<file path="config.mk">
export PLATFORM = sky130hd
export DESIGN_NAME = ref_particle_prefetcher_flat
export DESIGN_NICKNAME = d
export VERILOG_FILES = /design/src/rtl/ref_particle_prefetcher_if.sv /design/src/rtl/ref_particle_prefetcher.sv /design/src/flat_wrapper.sv
export SDC_FILE = /design/constraint.sdc
export NUM_CORES = 1
export LEC_CHECK = 0
export BUFFER_PORTS_ARGS = -buffer_cell sky130_fd_sc_hd__buf_4
export CAP_MARGIN = 25
export CORE_ASPECT_RATIO = 1.5
export CORE_MARGIN = 5
export CORE_UTILIZATION = 48
export DETAILED_ROUTE_END_ITERATION = 7
export PLACE_DENSITY = 0.73
export SETUP_SLACK_MARGIN = 0.1
export SLEW_MARGIN = 5
export SYNTH_ARGS = -nofsm -noshare
export SYNTH_HDL_FRONTEND = slang
export SYNTH_SLANG_ARGS = --single-unit
</file>
<file path="constraint.sdc">
create_clock -name clk -period 7.18 [get_ports clk]
set_clock_uncertainty 0.2 [all_clocks]
set_input_delay 1.436 -clock clk [delete_from_list [all_inputs] [get_ports clk]]
set_output_delay 1.436 -clock clk [all_outputs]
set_load 0.02 [all_outputs]
</file>
<file path="src/rtl/ref_particle_prefetcher_if.sv">
// Reference-particle prefetcher bus: broadcast input side + FIFO head output side.
// slave = prefetcher, master = broadcaster/consumer.
interface ref_particle_prefetcher_if #(
  parameter int OFFSET_WIDTH      = 29,
  parameter int CELL_ID_WIDTH     = 3,
  parameter int DATA_WIDTH        = OFFSET_WIDTH + CELL_ID_WIDTH,
  parameter int PARTICLE_ID_WIDTH = 7
);
  logic                         start;
  logic                         phase;
  logic                         in_valid;
  logic                         in_is_count;
  logic [OFFSET_WIDTH-1:0]      raw_pos_x;
  logic [OFFSET_WIDTH-1:0]      raw_pos_y;
  logic [OFFSET_WIDTH-1:0]      raw_pos_z;
  logic [PARTICLE_ID_WIDTH-1:0] particle_id;
  logic                         ref_ready;
  logic                         ref_valid;
  logic [DATA_WIDTH-1:0]        ref_x;
  logic [DATA_WIDTH-1:0]        ref_y;
  logic [DATA_WIDTH-1:0]        ref_z;
  logic [PARTICLE_ID_WIDTH-1:0] ref_id;
  logic [PARTICLE_ID_WIDTH-1:0] ref_particle_count;
  logic                         busy;
  logic                         done;
  logic                         ovf_err;

  modport slave (
    input  start, phase, in_valid, in_is_count,
    input  raw_pos_x, raw_pos_y, raw_pos_z,
    input  particle_id, ref_ready,
    output ref_valid, ref_x, ref_y, ref_z,
    output ref_id, ref_particle_count,
    output busy, done, ovf_err
  );

  modport master (
    output start, phase, in_valid, in_is_count,
    output raw_pos_x, raw_pos_y, raw_pos_z,
    output particle_id, ref_ready,
    input  ref_valid, ref_x, ref_y, ref_z,
    input  ref_id, ref_particle_count,
    input  busy, done, ovf_err
  );
endinterface

</file>
<file path="src/rtl/ref_particle_prefetcher.sv">
// Captures broadcast particles in ascending-ID order into a small FIFO.
// Ports: clk, rst (async high), bus (slave modport of ref_particle_prefetcher_if).
module ref_particle_prefetcher #(
  parameter int OFFSET_WIDTH      = 29,
  parameter int CELL_ID_WIDTH     = 3,
  parameter int DATA_WIDTH        = OFFSET_WIDTH + CELL_ID_WIDTH,
  parameter int PARTICLE_ID_WIDTH = 7,
  parameter int DEPTH             = 4,
  parameter logic [CELL_ID_WIDTH-1:0] CELL_P1_X = 3'b001,
  parameter logic [CELL_ID_WIDTH-1:0] CELL_P1_Y = 3'b001,
  parameter logic [CELL_ID_WIDTH-1:0] CELL_P1_Z = 3'b001,
  parameter logic [CELL_ID_WIDTH-1:0] CELL_P0_X = 3'b010,
  parameter logic [CELL_ID_WIDTH-1:0] CELL_P0_Y = 3'b010,
  parameter logic [CELL_ID_WIDTH-1:0] CELL_P0_Z = 3'b010
) (
  input logic clk,
  input logic rst,
  ref_particle_prefetcher_if.slave bus
);
  localparam int IW = PARTICLE_ID_WIDTH;
  localparam int PW = (DEPTH > 1) ? $clog2(DEPTH) : 1;
  localparam int CW = $clog2(DEPTH + 1);

  if (DATA_WIDTH != OFFSET_WIDTH + CELL_ID_WIDTH) begin : g_bad_dw
    $error("DATA_WIDTH must equal OFFSET_WIDTH + CELL_ID_WIDTH");
  end
  if (DEPTH < 2 || (DEPTH & (DEPTH - 1)) != 0) begin : g_bad_depth
    $error("DEPTH must be a power of 2 and >= 2");
  end
  if (OFFSET_WIDTH < PARTICLE_ID_WIDTH) begin : g_bad_cnt
    $error("count field does not fit in raw_pos_x");
  end

  typedef enum logic [2:0] {
    S_IDLE, S_COUNT, S_FILL, S_DRAIN, S_DONE
  } state_t;

  state_t          state_q;
  logic [PW-1:0]   wr_ptr;
  logic [PW-1:0]   rd_ptr;
  logic [CW-1:0]   occ;
  logic [IW-1:0]   cap_id;
  logic [IW-1:0]   cnt_q;
  logic            busy_q;
  logic            done_q;
  logic            ovf_q;

  logic [DATA_WIDTH-1:0] mem_x [DEPTH];
  logic [DATA_WIDTH-1:0] mem_y [DEPTH];
  logic [DATA_WIDTH-1:0] mem_z [DEPTH];
  logic [IW-1:0]         mem_id [DEPTH];

  logic empty, full, match, push, drop, pop, last;
  logic [CELL_ID_WIDTH-1:0] cell_x, cell_y, cell_z;

  assign empty = (occ == '0);
  assign full  = (occ == CW'(DEPTH));
  assign match = (state_q == S_FILL) && bus.in_valid &&
                 !bus.in_is_count &&
                 (bus.particle_id == cap_id);
  // start wins over any same-cycle capture
  assign push  = match && !full && !bus.start;
  assign drop  = match && full && !bus.start;
  assign pop   = !empty && bus.ref_ready;
  assign last  = (bus.particle_id == cnt_q - IW'(1));

  assign cell_x = bus.phase ? CELL_P1_X : CELL_P0_X;
  assign cell_y = bus.phase ? CELL_P1_Y : CELL_P0_Y;
  assign cell_z = bus.phase ? CELL_P1_Z : CELL_P0_Z;

  always_ff @(posedge clk) begin
    if (push) begin
      mem_x[wr_ptr]  <= {cell_x, bus.raw_pos_x};
      mem_y[wr_ptr]  <= {cell_y, bus.raw_pos_y};
      mem_z[wr_ptr]  <= {cell_z, bus.raw_pos_z};
      mem_id[wr_ptr] <= bus.particle_id;
    end
  end

  always_ff @(posedge clk or posedge rst) begin
    if (rst) begin
      state_q <= S_IDLE;
      wr_ptr  <= '0;
      rd_ptr  <= '0;
      occ     <= '0;
      cap_id  <= '0;
      cnt_q   <= '0;
      busy_q  <= 1'b0;
      done_q  <= 1'b0;
      ovf_q   <= 1'b0;
    end else if (bus.start) begin
      state_q <= S_COUNT;
      wr_ptr  <= '0;
      rd_ptr  <= '0;
      occ     <= '0;
      cap_id  <= '0;
      busy_q  <= 1'b1;
      done_q  <= 1'b0;
      ovf_q   <= 1'b0;
    end else begin
      if (push) begin
        wr_ptr <= wr_ptr + PW'(1);
        cap_id <= cap_id + IW'(1);
      end
      if (pop) rd_ptr <= rd_ptr + PW'(1);
      unique case (1'b1)
        push && !pop: occ <= occ + CW'(1);
        pop && !push: occ <= occ - CW'(1);
        default: ;
      endcase
      if (drop) ovf_q <= 1'b1;
      unique case (state_q)
        S_COUNT: begin
          if (bus.in_valid && bus.in_is_count) begin
            cnt_q  <= bus.raw_pos_x[IW-1:0];
            cap_id <= '0;
            if (bus.raw_pos_x[IW-1:0] == '0) begin
              state_q <= S_DONE;
              busy_q  <= 1'b0;
              done_q  <= 1'b1;
            end else begin
              state_q <= S_FILL;
            end
          end
        end
        S_FILL: begin
          if (push && last) state_q <= S_DRAIN;
        end
        S_DRAIN: begin
          if (empty) begin
            state_q <= S_DONE;
            busy_q  <= 1'b0;
            done_q  <= 1'b1;
          end
        end
        default: ;
      endcase
    end
  end

  // head is gated so an empty FIFO presents all-zero data
  assign bus.ref_valid = !empty;
  assign bus.ref_x     = empty ? '0 : mem_x[rd_ptr];
  assign bus.ref_y     = empty ? '0 : mem_y[rd_ptr];
  assign bus.ref_z     = empty ? '0 : mem_z[rd_ptr];
  assign bus.ref_id    = empty ? '0 : mem_id[rd_ptr];
  assign bus.ref_particle_count = cnt_q;
  assign bus.busy      = busy_q;
  assign bus.done      = done_q;
  assign bus.ovf_err   = ovf_q;
endmodule
</file>
<file path="src/flat_wrapper.sv">
// flat-port wrapper written by rule: the top's interface ports become plain ports
module ref_particle_prefetcher_flat 
#(
  parameter int OFFSET_WIDTH      = 29,
  parameter int CELL_ID_WIDTH     = 3,
  parameter int DATA_WIDTH        = OFFSET_WIDTH + CELL_ID_WIDTH,
  parameter int PARTICLE_ID_WIDTH = 7,
  parameter int DEPTH             = 4,
  parameter logic [CELL_ID_WIDTH-1:0] CELL_P1_X = 3'b001,
  parameter logic [CELL_ID_WIDTH-1:0] CELL_P1_Y = 3'b001,
  parameter logic [CELL_ID_WIDTH-1:0] CELL_P1_Z = 3'b001,
  parameter logic [CELL_ID_WIDTH-1:0] CELL_P0_X = 3'b010,
  parameter logic [CELL_ID_WIDTH-1:0] CELL_P0_Y = 3'b010,
  parameter logic [CELL_ID_WIDTH-1:0] CELL_P0_Z = 3'b010
)
  (clk, rst, bus_start, bus_phase, bus_in_valid, bus_in_is_count, bus_raw_pos_x, bus_raw_pos_y, bus_raw_pos_z, bus_particle_id, bus_ref_ready, bus_ref_valid, bus_ref_x, bus_ref_y, bus_ref_z, bus_ref_id, bus_ref_particle_count, bus_busy, bus_done, bus_ovf_err);
  ref_particle_prefetcher_if #(.OFFSET_WIDTH(OFFSET_WIDTH), .CELL_ID_WIDTH(CELL_ID_WIDTH), .DATA_WIDTH(DATA_WIDTH), .PARTICLE_ID_WIDTH(PARTICLE_ID_WIDTH)) bus_i ();
  input logic clk;
  input logic rst;
  input wire logic [$bits(bus_i.start)-1:0] bus_start;
  input wire logic [$bits(bus_i.phase)-1:0] bus_phase;
  input wire logic [$bits(bus_i.in_valid)-1:0] bus_in_valid;
  input wire logic [$bits(bus_i.in_is_count)-1:0] bus_in_is_count;
  input wire logic [$bits(bus_i.raw_pos_x)-1:0] bus_raw_pos_x;
  input wire logic [$bits(bus_i.raw_pos_y)-1:0] bus_raw_pos_y;
  input wire logic [$bits(bus_i.raw_pos_z)-1:0] bus_raw_pos_z;
  input wire logic [$bits(bus_i.particle_id)-1:0] bus_particle_id;
  input wire logic [$bits(bus_i.ref_ready)-1:0] bus_ref_ready;
  output wire logic [$bits(bus_i.ref_valid)-1:0] bus_ref_valid;
  output wire logic [$bits(bus_i.ref_x)-1:0] bus_ref_x;
  output wire logic [$bits(bus_i.ref_y)-1:0] bus_ref_y;
  output wire logic [$bits(bus_i.ref_z)-1:0] bus_ref_z;
  output wire logic [$bits(bus_i.ref_id)-1:0] bus_ref_id;
  output wire logic [$bits(bus_i.ref_particle_count)-1:0] bus_ref_particle_count;
  output wire logic [$bits(bus_i.busy)-1:0] bus_busy;
  output wire logic [$bits(bus_i.done)-1:0] bus_done;
  output wire logic [$bits(bus_i.ovf_err)-1:0] bus_ovf_err;
  assign bus_i.start = bus_start;
  assign bus_i.phase = bus_phase;
  assign bus_i.in_valid = bus_in_valid;
  assign bus_i.in_is_count = bus_in_is_count;
  assign bus_i.raw_pos_x = bus_raw_pos_x;
  assign bus_i.raw_pos_y = bus_raw_pos_y;
  assign bus_i.raw_pos_z = bus_raw_pos_z;
  assign bus_i.particle_id = bus_particle_id;
  assign bus_i.ref_ready = bus_ref_ready;
  assign bus_ref_valid = bus_i.ref_valid;
  assign bus_ref_x = bus_i.ref_x;
  assign bus_ref_y = bus_i.ref_y;
  assign bus_ref_z = bus_i.ref_z;
  assign bus_ref_id = bus_i.ref_id;
  assign bus_ref_particle_count = bus_i.ref_particle_count;
  assign bus_busy = bus_i.busy;
  assign bus_done = bus_i.done;
  assign bus_ovf_err = bus_i.ovf_err;
  ref_particle_prefetcher #(.OFFSET_WIDTH(OFFSET_WIDTH), .CELL_ID_WIDTH(CELL_ID_WIDTH), .DATA_WIDTH(DATA_WIDTH), .PARTICLE_ID_WIDTH(PARTICLE_ID_WIDTH), .DEPTH(DEPTH), .CELL_P1_X(CELL_P1_X), .CELL_P1_Y(CELL_P1_Y), .CELL_P1_Z(CELL_P1_Z), .CELL_P0_X(CELL_P0_X), .CELL_P0_Y(CELL_P0_Y), .CELL_P0_Z(CELL_P0_Z)) u_core (.clk(clk), .rst(rst), .bus(bus_i));
endmodule
</file>
==> impl_metrics.json <==
{
  "synth_edf_count": 384,
  "synth_xor_area_frac": 0.0108,
  "cp.arrival_ns": 3.15,
  "synth_most_common_cell": "edfxtp_1",
  "worst_pin_slew_ns": 1.05,
  "path_class": "flip-flop to primary output",
  "final_antenna_net_count": 0,
  "drive_gt1_frac": 0.378,
  "required_ns": 5.54,
  "first_pass_iters": 5,
  "dp_hpwl_um": 20400,
  "pwr-share-comb": 0.042,
  "p_sw_frac": 0.194,
  "crit_fanout": 41,
  "end_kind": "primary output",
  "clock_sinks": 411,
  "clock-root-buffer": "clkbuf_16",
  "yosysTopAreaCell": "edfxtp_1",
  "wl_um": 33200,
  "min_path_type": "flip-flop to flip-flop",
  "drv_slew": 0,
  "antenna_found_initial": 0,
  "grt_overflow": 0,
  "cts-hold-fix-buffers": 0,
  "cap_violations": 0,
  "outcome": "finished, final reports clean",
  "gr-usage-all-layers": 0.176,
  "synth-async-reset-ratio": 0.0657,
  "clockBufferDepth": 3,
  "rows": 82,
  "avgSynthCellArea_um2": 20.3,
  "die_y_um": 235,
  "path_cells": "buf_4, mux4_2, and2_1, buf_4",
  "fin_tns_setup_ns": 0,
  "synth.distinct_cells": 41,
  "ys_seq_area_frac": 0.753,
  "p_leak_nw": 6.74,
  "area_delta_synth_final_pct": 20.5,
  "max_freq_ghz": 0.209,
  "slew_headroom": 0.299,
  "grt_first_pass_wirelength_um": 51100,
  "nNetsFinal": 1127,
  "power_frac_clock": 0.402,
  "gp_congestion": 0.828,
  "critPathSlowestCell": "dfrtp_4",
  "synthAdderAreaFrac": 0.00587,
  "synth-simple-area-share": 0.0620,
  "rsz0062_at_grt": "no",
  "insertion_delay_ns": 0.52,
  "netlist_top_cells_count": "edfxtp_1 (384), and2_1 (99), mux4_2 (96)",
  "synth_top_family_by_area": "multiplexers",
  "synth_ff_type": "edfxtp_1",
  "synth_cells": 797,
  "drt-initial-drc-count": 446,
  "ir_worst_vdd_v": 0.000174,
  "intPower_w": 0.00385,
  "ioPinCount": 215,
  "finalSetupViolations": 0,
  "synth_top_area_frac": 0.711,
  "post_cts_resized": 0,
  "grt_max_degree": 102,
  "drc_errors": 0,
  "core-area_um2": 33400,
  "yosysWarnings": 0,
  "die_w_um": 160,
  "finalHoldViolations": 0,
  "post_synth_instance_area_um2": 16200,
  "period_minus_slack_ns": 4.79,
  "routedWlPerCell_um": 22.7,
  "cpPeakStageDelay_ns": 0.96,
  "cp_common_cell": "buf_4",
  "fp.dieArea_um2": 37600,
  "p_seq_frac": 0.556,
  "start_util": 0.485,
  "cp_top_family": "flip-flops",
  "via_per_inst": 5.53,
  "ys_top_cells_by_area": "edfxtp_1 (71%), mux4_2 (13%), dfrtp_1 (4.2%)",
  "path_buf_inv": 2,
  "vias": 8096,
  "post_cts_buffers": 0,
  "startpoint_type": "flip-flop",
  "synth_mux_area_frac": 0.141,
  "port_buffers": 211,
  "switchingPower_w": 0.000929,
  "synth_compound_area_frac": 0.00965,
  "cts_buffers": 37,
  "cellPowerDensity_nw_per_um2": 245,
  "cts_tree": "yes",
  "min_period_over_period": 0.667,
  "diodes": 0,
  "cts.clk_slew.worst_paths_ns": 0.07,
  "hold_slack_ns": 0.302,
  "grt_pass1_vias": 8853,
  "h-tree-depth": 2,
  "synth-seq-cells": 411
}
[metrics by stage]
stage | total power (W) | instance area, µm² | worst slack (ns) | utilization | std cells
2_1_floorplan | 0.00279 | 16200 | 0.147 | - | 799
3_3_place_gp | 0.00290 | 18300 | 2.43 | 0.546 | 1396
3_5_place_dp | 0.00290 | 18300 | 2.80 | 0.548 | 1398
4_1_cts | 0.00482 | 19500 | 2.26 | 0.583 | 1462
5_1_grt | 0.00493 | 19500 | 2.12 | 0.584 | 1464
6_report | 0.00478 | 19500 | 2.39 | 0.584 | 1464
[registers in the layout (all words and copies together), names as in the netlist, 2 cells and up]
name and cells:
u_core.mem_z 120, u_core.mem_x 119, u_core.mem_y 117, u_core.mem_id 28, u_core.bus.ref_particle_count 7, u_core.cap_id 7
u_core.occ 3, u_core.state_q 3, u_core.rd_ptr 2, u_core.wr_ptr 2
[area by class of cell]
| cell class | instances | area, µm² |
|---|---|---|
| timing repair buffer | 225 | 1790 |
| inverter | 15 | 56.3 |
| sequential | 411 | 12200 |
| fill | 2438 | 13900 |
| multi-input combinational | 329 | 3770 |
| clock inverter | 17 | 186 |
| clock buffer | 47 | 993 |
| tap | 420 | 526 |
[metal layers]
| metal | GRT usage | up-vias | part of all wire |
|---|---|---|---|
| met4 | 0.0569 | 0 | 0.028 |
| met2 | 0.325 | 216 | 0.55 |
| li1 | - | 3589 | - |
| met3 | 0.0321 | 60 | 0.047 |
| met1 | 0.209 | 4231 | 0.37 |
| met5 | 0 | - | 0 |
[logic make-up after synthesis]
family	Yosys count
XOR/XNOR	20
other	1
buffers and inverters	59
AO/OA/AOI/OAI	27
flip-flops	411
multiplexers	108
AND/OR/NAND/NOR	164
adder cells (fa/ha/maj)	7
[power groups by stage]
stage | clock [W] | sequential (W) | combinational [W]
4_1_cts | 0.00197 | 0.00265 | 0.000201
3_3_place_gp | 0 | 0.00270 | 0.000193
6_report | 0.00192 | 0.00265 | 0.000200
5_1_grt | 0.00206 | 0.00265 | 0.000218
2_1_floorplan | 0 | 0.00271 | 0.0000765
3_5_place_dp | 0 | 0.00270 | 0.000200
[final timing paths]
kind / to / from / slack [ns] / cells after the start
hold / removal: u_core.bus.busy / u_core.bus.busy / 0.30 / 1
setup reg to reg: u_core.mem_z[3][2] / u_core.state_q[1] / 3.88 / 5
max in group asynchronous: u_core.rd_ptr[1] / rst / 5.53 / 3
hold reg to reg: u_core.bus.busy / u_core.bus.busy / 0.30 / 1
setup / recovery: bus_ref_z[30] / u_core.rd_ptr[0] / 2.39 / 4
min in group asynchronous: u_core.bus.ref_particle_count[1] / rst / 0.76 / 2
[cells in the final DEF (no fill, tap or decap), drive strengths merged, types with 5 or more instances in the layout]
cell type  count
edfxtp       384
buf          225
and2          99
mux4          96
clkbuf        47
dfrtp         27
nor2          18
inv           16
clkinv        12
xor2          11
o21ai         10
nand2         10
xnor2          9
a21oi          9
mux2           8
ha             6
nor3b          5
nand3          5
or3            5
No activity file was read; power rests on OpenSTA's default activity.
